**src/rtl/booth_seq_multiplier.sv**
```systemverilog
// rtl/booth_seq_multiplier.sv - sequential signed radix-4 Booth multiplier (optional early exit: BOOTH_SKIP_ZERO_EN)

// Forms one sign-extended Booth partial product from a 3-bit recoding window.
module calc_partial_product #(
    parameter int WORD_LEN = 8
) (
    input  logic [2:0]            i_opcode,
    input  logic [WORD_LEN-1:0]   i_multiplicand,
    output logic [2*WORD_LEN-1:0] o_partial_product
);

    logic [2*WORD_LEN-1:0] mcand_ext;

    // Select 0, +-M or +-2M; negation is done at full product width so -2*MIN fits.
    always_comb begin
        mcand_ext         = {{WORD_LEN{i_multiplicand[WORD_LEN-1]}}, i_multiplicand};
        o_partial_product = '0;
        case (i_opcode)
            3'b001, 3'b010: o_partial_product = mcand_ext;
            3'b011:         o_partial_product = mcand_ext << 1;
            3'b100:         o_partial_product = '0 - (mcand_ext << 1);
            3'b101, 3'b110: o_partial_product = '0 - mcand_ext;
            default:        o_partial_product = '0;
        endcase
    end

endmodule

// Walks the multiplier two bits per cycle and accumulates shifted partial products.
module booth_seq_multiplier #(
    parameter int WORD_LEN = 8
) (
    input  logic                  i_clk,
    input  logic                  i_rst_n,
    input  logic                  i_valid,
    output logic                  o_ready,
    input  logic [WORD_LEN-1:0]   i_multiplicand,
    input  logic [WORD_LEN-1:0]   i_multiplier,
    output logic                  o_valid,
    input  logic                  i_ready,
    output logic [2*WORD_LEN-1:0] o_product
);

    localparam int STEPS  = WORD_LEN / 2;
    localparam int STEP_W = (STEPS > 1) ? $clog2(STEPS) : 1;
    localparam int PROD_W = 2 * WORD_LEN;

    generate
        if ((WORD_LEN % 2) != 0 || WORD_LEN < 4) begin : g_bad_word_len
            $error("booth_seq_multiplier: WORD_LEN must be even and >= 4");
        end
    endgenerate

    typedef enum logic [1:0] {
        IDLE = 2'd0,
        CALC = 2'd1,
        DONE = 2'd2
    } state_t;

    state_t              state_q, state_d;
    logic [WORD_LEN-1:0] mcand_q, mcand_d;
    // Multiplier with the implicit bit -1 at position 0; shifted right by 2 each step.
    logic [WORD_LEN:0]   mplr_q, mplr_d;
    logic [PROD_W-1:0]   acc_q, acc_d;
    logic [STEP_W-1:0]   step_q, step_d;
    logic [PROD_W-1:0]   prod_q, prod_d;

    logic [PROD_W-1:0]   partial_product;
    logic [PROD_W-1:0]   pp_shifted;
    logic [WORD_LEN:0]   mplr_shift;
    logic                last_step;
    logic                calc_done;

    calc_partial_product #(
        .WORD_LEN (WORD_LEN)
    ) u_calc_partial_product (
        .i_opcode          (mplr_q[2:0]),
        .i_multiplicand    (mcand_q),
        .o_partial_product (partial_product)
    );

    // Step datapath: weight the partial product and advance the recoding window.
    always_comb begin
        pp_shifted = partial_product << {step_q, 1'b0};
        mplr_shift = {{2{mplr_q[WORD_LEN]}}, mplr_q[WORD_LEN:2]};
        last_step  = (step_q == STEP_W'(STEPS - 1));
    end

`ifdef BOOTH_SKIP_ZERO_EN
    logic rest_uniform;

    // Remaining multiplier bits all equal means every later opcode is 000/111.
    always_comb begin
        rest_uniform = (&mplr_shift) | ~(|mplr_shift);
        calc_done    = last_step | rest_uniform;
    end
`else
    // Fixed latency: finish only after the final step.
    always_comb begin
        calc_done = last_step;
    end
`endif

    // Next-state and datapath updates for the handshake FSM.
    always_comb begin
        state_d = state_q;
        mcand_d = mcand_q;
        mplr_d  = mplr_q;
        acc_d   = acc_q;
        step_d  = step_q;
        prod_d  = prod_q;
        case (state_q)
            IDLE: begin
                if (i_valid) begin
                    mcand_d = i_multiplicand;
                    mplr_d  = {i_multiplier, 1'b0};
                    acc_d   = '0;
                    step_d  = '0;
                    state_d = CALC;
                end
            end
            CALC: begin
                acc_d  = acc_q + pp_shifted;
                mplr_d = mplr_shift;
                step_d = step_q + STEP_W'(1);
                if (calc_done) begin
                    prod_d  = acc_d;
                    state_d = DONE;
                end
            end
            DONE: begin
                if (i_ready) begin
                    state_d = IDLE;
                end
            end
            default: state_d = IDLE;
        endcase
    end

    // State and datapath registers with asynchronous clear.
    always_ff @(posedge i_clk or negedge i_rst_n) begin
        if (!i_rst_n) begin
            state_q <= IDLE;
            mcand_q <= '0;
            mplr_q  <= '0;
            acc_q   <= '0;
            step_q  <= '0;
            prod_q  <= '0;
        end else begin
            state_q <= state_d;
            mcand_q <= mcand_d;
            mplr_q  <= mplr_d;
            acc_q   <= acc_d;
            step_q  <= step_d;
            prod_q  <= prod_d;
        end
    end

    // Handshake flags are pure state decodes so reset drops o_valid immediately.
    always_comb begin
        o_ready   = (state_q == IDLE);
        o_valid   = (state_q == DONE);
        o_product = prod_q;
    end

endmodule

```
**config.mk**
```make
export PLATFORM = sky130hd
export DESIGN_NAME = booth_seq_multiplier
export DESIGN_NICKNAME = d
export VERILOG_FILES = /design/src/rtl/booth_seq_multiplier.sv
export SDC_FILE = /design/constraint.sdc
export NUM_CORES = 1
export LEC_CHECK = 0
export BUFFER_PORTS_ARGS = -buffer_cell sky130_fd_sc_hd__clkbuf_2
export CORE_MARGIN = 2
export CORE_UTILIZATION = 50
export CTS_CLUSTER_SIZE = 16
export DETAILED_ROUTE_END_ITERATION = 6
export PLACE_DENSITY_LB_ADDON = 0.25
export SETUP_SLACK_MARGIN = 0.2
export SYNTH_ARGS = -nofsm -noshare
export SYNTH_HDL_FRONTEND = slang
export SYNTH_HIERARCHICAL = 1
export SYNTH_SLANG_ARGS = --single-unit
export TNS_END_PERCENT = 1
```
**constraint.sdc**
```tcl
create_clock -name i_clk -period 10.76 [get_ports i_clk]
set_input_delay 1.076 -clock i_clk [delete_from_list [all_inputs] [get_ports i_clk]]
set_output_delay 1.076 -clock i_clk [all_outputs]
set_load 0.01 [all_outputs]
```
== Word level (Yosys, flattened, before mapping) ==
Index checks and enable logic that the tools add are counted.
Storage, ports and cells
  bits in registers: 53
  output and inout port bits: 18
Operators by class
  add/sub/neg operators: 4
  eq/ne operators: 12
  shift-type cells: 1
  mux-type cells: 11
  bitwise gates (word level): 1
  reductions and logical operators: 9
Operators by type and width (number)
  $pmux 16 s4: 1
  $pmux 16 s2: 1
  $pmux 9 s2: 1
  $add 16x16->16: 1
  $mux 16: 1
  $shl 16x3->16: 1
  $sub 1x9->10 const A: 1
  $eq 3x3->1 const B: 3
  $mux 9: 1
  $sub 1x8->9 const A: 1
  $mux 2: 4
  $eq 3x2->1 const B: 2
  $pmux 2 s3: 1
  $reduce_and 2->1: 3
  $reduce_and 3->1: 2
  $eq 2x2->1 const B: 2
  $ne 2x2->1 const B: 2
  $pmux 2 s2: 1
  $reduce_or 2->1: 2
  $eq 3x1->1 const B: 1
  $add 2x1->2 const B: 1
  $eq 2x1->1 const B: 1
  $logic_not 2->1: 1
  $ne 2x1->1 const B: 1
  2 further kinds: 2

== Longest topological paths before layout ==
  depth after elaboration: 6
  gate-level depth with buffers: 15
  depth with buffers taken out: 15

== Modules after synthesis ==
Netlist, hierarchy kept.
Modules (own cells, without submodules)
  booth_seq_multiplier: instances 1, cells each 301, area an instance 3096.7 µm², sequential area each 1326.3 µm²
  calc_partial_product: instances 1, cells each 95, area an instance 680.7 µm², sequential area each 0.0 µm²

== Least setup slack after synthesis ==
OpenSTA, ideal clock, no wires.
  kind: flip-flop to flip-flop
  start: register mcand_q[1]
  end: register acc_q[13]
  setup time: 0.095 ns
  data arrival time: 3.329 ns
  data required time: 10.665 ns
  path slack: 7.336 ns
  cell stages (with the launch flop): 16
  period minus slack after synthesis: 3.424 ns
  cells stage by stage: dfrtp_1 -> inv_1 -> ha_1 -> nor3b_1 -> o211ai_1 -> a21oi_1 -> nand3_1 -> mux4_2 -> ha_1 -> buf_6 -> a2111oi_2 -> o21ai_0 -> o21ai_0 -> a21oi_1 -> o21a_1 -> o31ai_1
Between the ends
  longest elaborated chain between the ends: 5
  elaborated cells on any way between the ends: 6
  those cells by class: add/sub (3); shift (1); mux (2)
Ends and longest elaborated chain
  start: declaration: RTL line 61  | logic [WORD_LEN-1:0] mcand_q, mcand_d;
  start signal: assignment: RTL line 151  | mcand_q <= mcand_d;
  $sub 1x9->10 / $sub 1x8->9 (equally long branches): RTL line 21, 22
  $pmux 16 s4 (*): RTL line 18  | case (i_opcode)
  net partial_product[4]: RTL line 68  | logic [PROD_W-1:0] partial_product;
  $shl 16x3->16 (*): RTL line 84  | pp_shifted = partial_product << {step_q, 1'b0};
  $add 16x16->16 (*): RTL line 123  | acc_d = acc_q + pp_shifted;
  $pmux 16 s2 (*): RTL line 112  | case (state_q)
  end signal: assignment: RTL line 146  | acc_q <= '0;
  end signal: assignment: RTL line 153  | acc_q <= acc_d;
  end: declaration: RTL line 64  | logic [PROD_W-1:0] acc_q, acc_d;
The timed path passes the listed nets; every way through them passes the cells marked *.
A chain may end at the register's enable or synchronous reset.

== Final worst setup path ==
  start: register mcand_q[1]
  end: register prod_q[12], in the netlist o_product[12]
Between the ends
  longest elaborated chain between the ends: 4
  elaborated cells on any way between the ends: 5
  those cells by class: add/sub (3); shift (1); mux (1)
Ends and longest elaborated chain
  $sub 1x9->10 / $sub 1x8->9 (equally long branches): RTL line 21, 22
  $pmux 16 s4 (*): RTL line 18
  net partial_product[4]: RTL line 68
  $shl 16x3->16 (*): RTL line 84
  $add 16x16->16 (*): RTL line 123
  end signal: assignment: RTL line 155  | prod_q <= prod_d;
  end: declaration: RTL line 66  | logic [PROD_W-1:0] prod_q, prod_d;
Marked as above.

==> flow_summary.json <==
{
  "crit_path_start_kind": "flip-flop",
  "syn_inst": 396,
  "grt.overflow.total": 0,
  "first_global_vias": 2741,
  "status": "complete, no violations",
  "num_rows": 31,
  "synth_cell_types": 59,
  "layout-drive-gt1-share": 0.191,
  "synth_edf_count": 0,
  "maxCapViolCount": 0,
  "worstHoldPathType": "flip-flop to flip-flop",
  "syn_area_per_cell_um2": 9.54,
  "wirelength_mm": 7.94,
  "min_period_ns": 3.99,
  "detail-route-antenna-nets": 0,
  "rsz0062_at_grt": "false",
  "fin_crit_sh": 0.371,
  "synth_fp_nets": 434,
  "cts_buffers": 5,
  "ioPinCount": 38,
  "tightest_slew_ns": 1.10,
  "clkSinkCount": 53,
  "clkLatencyLatePin_ns": 0.30,
  "area_delta_synth_final_pct": 5.86,
  "cts-root-buf": "clkbuf_8",
  "cp-end-kind": "flip-flop",
  "synthArstFlopShare": 1.00,
  "cts_tree": "built",
  "synth_area_leaders": "dfrtp_1 (35%), ha_1 (5.6%), nand2_1 (5.3%)",
  "nets": 451,
  "finalWeightedCongestion": 0.852,
  "fmax_ghz": 0.251,
  "initial_utilization": 0.518,
  "die_x_um": 90.9,
  "cts_hold_buf": 0,
  "critPathKind": "flip-flop to flip-flop",
  "ys_ff_latch": 53,
  "ys_top_cells_by_count": "dfrtp_1 (53), nand2_1 (53), o21ai_0 (34)",
  "grt_max_degree": 54,
  "firstDrtPassIters": 4,
  "synth_top_area_cell": "dfrtp_1",
  "grt_usage": 0.198,
  "hpwlAfterDp_mm": 5.82,
  "slew_viol_final": 0,
  "cp_max_fo": 7,
  "synth_top_cell_area_share": 0.351,
  "h-tree-depth": 2,
  "vias_per_cell": 5.81,
  "cts_max_path_buffers": 2,
  "ctsResizeCount": 0,
  "final_hold_viol_count": 0,
  "hold_ws_ns": 0.484,
  "diodes": 0,
  "arrival_ns": 4.14,
  "finalSetupTns_ns": 0,
  "die_area_um2": 8270,
  "ys_seq_area_frac": 0.351,
  "syn_area_um2": 3780,
  "drcViolationCount": 0,
  "io_buffer_count": 37,
  "vias": 2981,
  "antenna_found_initial": 0,
  "core_area_um2": 7290,
  "post_drt_wl_per_cell_um": 15.5,
  "grt_pass1_wl_mm": 13.5,
  "synth-warning-count": 6,
  "die_h_um": 90.9,
  "setup_viol": 0,
  "post_cts_buffers": 0,
  "clk_pin_slew_ns": 0.09,
  "worstPathRequired_ns": 10.91,
  "skew_ns": 0.00698,
  "slew_headroom": 0.264,
  "synthFlopType": "dfrtp_1",
  "first_iter_violations": 220
}
[worst max-delay path: stages (launching register included)]
cell      delay [ns]
dfrtp_1         0.42
inv_1           0.12
ha_1            0.29
or4bb_2         0.63
o211ai_1        0.14
a21oi_1         0.11
nand3_1         0.14
mux2i_1         0.11
o21ai_0         0.20
ha_1            0.32
a21o_1          0.21
a31oi_1         0.27
a31oi_1         0.24
a221oi_2        0.33
xor2_1          0.23
o21ai_0         0.10
[layer usage]
layer / part of all wire / vias to the layer above / global-route usage
li1: - / 1474 / -
met1: 0.49 / 1424 / 0.285
met2: 0.46 / 79 / 0.312
met3: 0.045 / 4 / 0.0317
met4: 0.0072 / 0 / 0.0467
met5: 0 / - / 0
[final timing paths]
path                                      startpoint                        end  slack [ns]  cells past startpoint
max                           mcand_q[1]$_DFFE_PN0P_  o_product[12]$_DFFE_PN0P_        6.77                     15
min                        o_product[12]$_DFFE_PN0P_  o_product[12]$_DFFE_PN0P_        0.48                      2
max reg2reg                   mcand_q[1]$_DFFE_PN0P_  o_product[12]$_DFFE_PN0P_        6.77                     15
min reg2reg                o_product[12]$_DFFE_PN0P_  o_product[12]$_DFFE_PN0P_        0.48                      2
max in group asynchronous                    i_rst_n  o_product[15]$_DFFE_PN0P_        9.43                      2
min in group asynchronous                    i_rst_n       acc_q[9]$_DFFE_PN0P_        0.88                      2
[sequential cells by signal (all words and copies together), names as in the netlist]
| signal | cells |
|---|---|
| mcand_q | 8 |
| acc_q | 16 |
| state_q | 2 |
| mplr_q | 9 |
| step_q | 2 |
| o_product | 16 |
[layout make-up]
class | instances | area (um2)
multi-input combinational | 305 | 2230
tap | 99 | 124
clock buffer | 7 | 76.3
clock inverter | 1 | 7.51
sequential | 53 | 1330
fill | 672 | 3290
inverter | 8 | 30.0
timing repair buffer | 40 | 208
[per-stage QoR]
stage / util / instance area (um2) / instances / setup slack, ns
4_1_cts: 0.548 / 4000 / 513 / 6.78
3_3_place_gp: 0.537 / 3920 / 505 / 6.87
6_report: 0.548 / 4000 / 513 / 6.77
2_1_floorplan: - / 3780 / 396 / 7.34
5_1_grt: 0.548 / 4000 / 513 / 6.40
3_5_place_dp: 0.537 / 3920 / 505 / 6.80
[logic make-up (layout without fill, tap and decap cells)]
kind of cell	after synthesis	count (layout)	synth area share
buffers and inverters	38	56	0.0600
XOR/XNOR	18	18	0.0417
AND/OR/NAND/NOR	115	115	0.155
AO/OA/AOI/OAI	118	118	0.204
flip-flops	53	53	0.351
adder cells (fa/ha/maj)	18	18	0.0616
multiplexers	36	36	0.126
[cell usage in the layout, fill, tap and decap left out, drive strengths merged, types with 3 or more instances in the layout]
| cell type | instances |
|---|---|
| inv | 8 |
| a211oi | 3 |
| mux2i | 15 |
| o21ai | 37 |
| xnor2 | 9 |
| buf | 3 |
| ha | 17 |
| nor3b | 5 |
| nand3 | 5 |
| nand2 | 53 |
| a21o | 8 |
| nor2 | 18 |
| clkbuf | 44 |
| mux2 | 13 |
| dfrtp | 53 |
| a31oi | 5 |
| nor2b | 12 |
| and4 | 4 |
| a22o | 4 |
| xor2 | 9 |
| nand2b | 5 |
| a22oi | 5 |
| o31ai | 6 |
| o22ai | 6 |
| mux4 | 8 |
| a21oi | 20 |
| o211ai | 7 |
| a221oi | 3 |
Power is not shown: default switching activity piles up to over one toggle a cycle in this logic, so the estimate is an artifact.
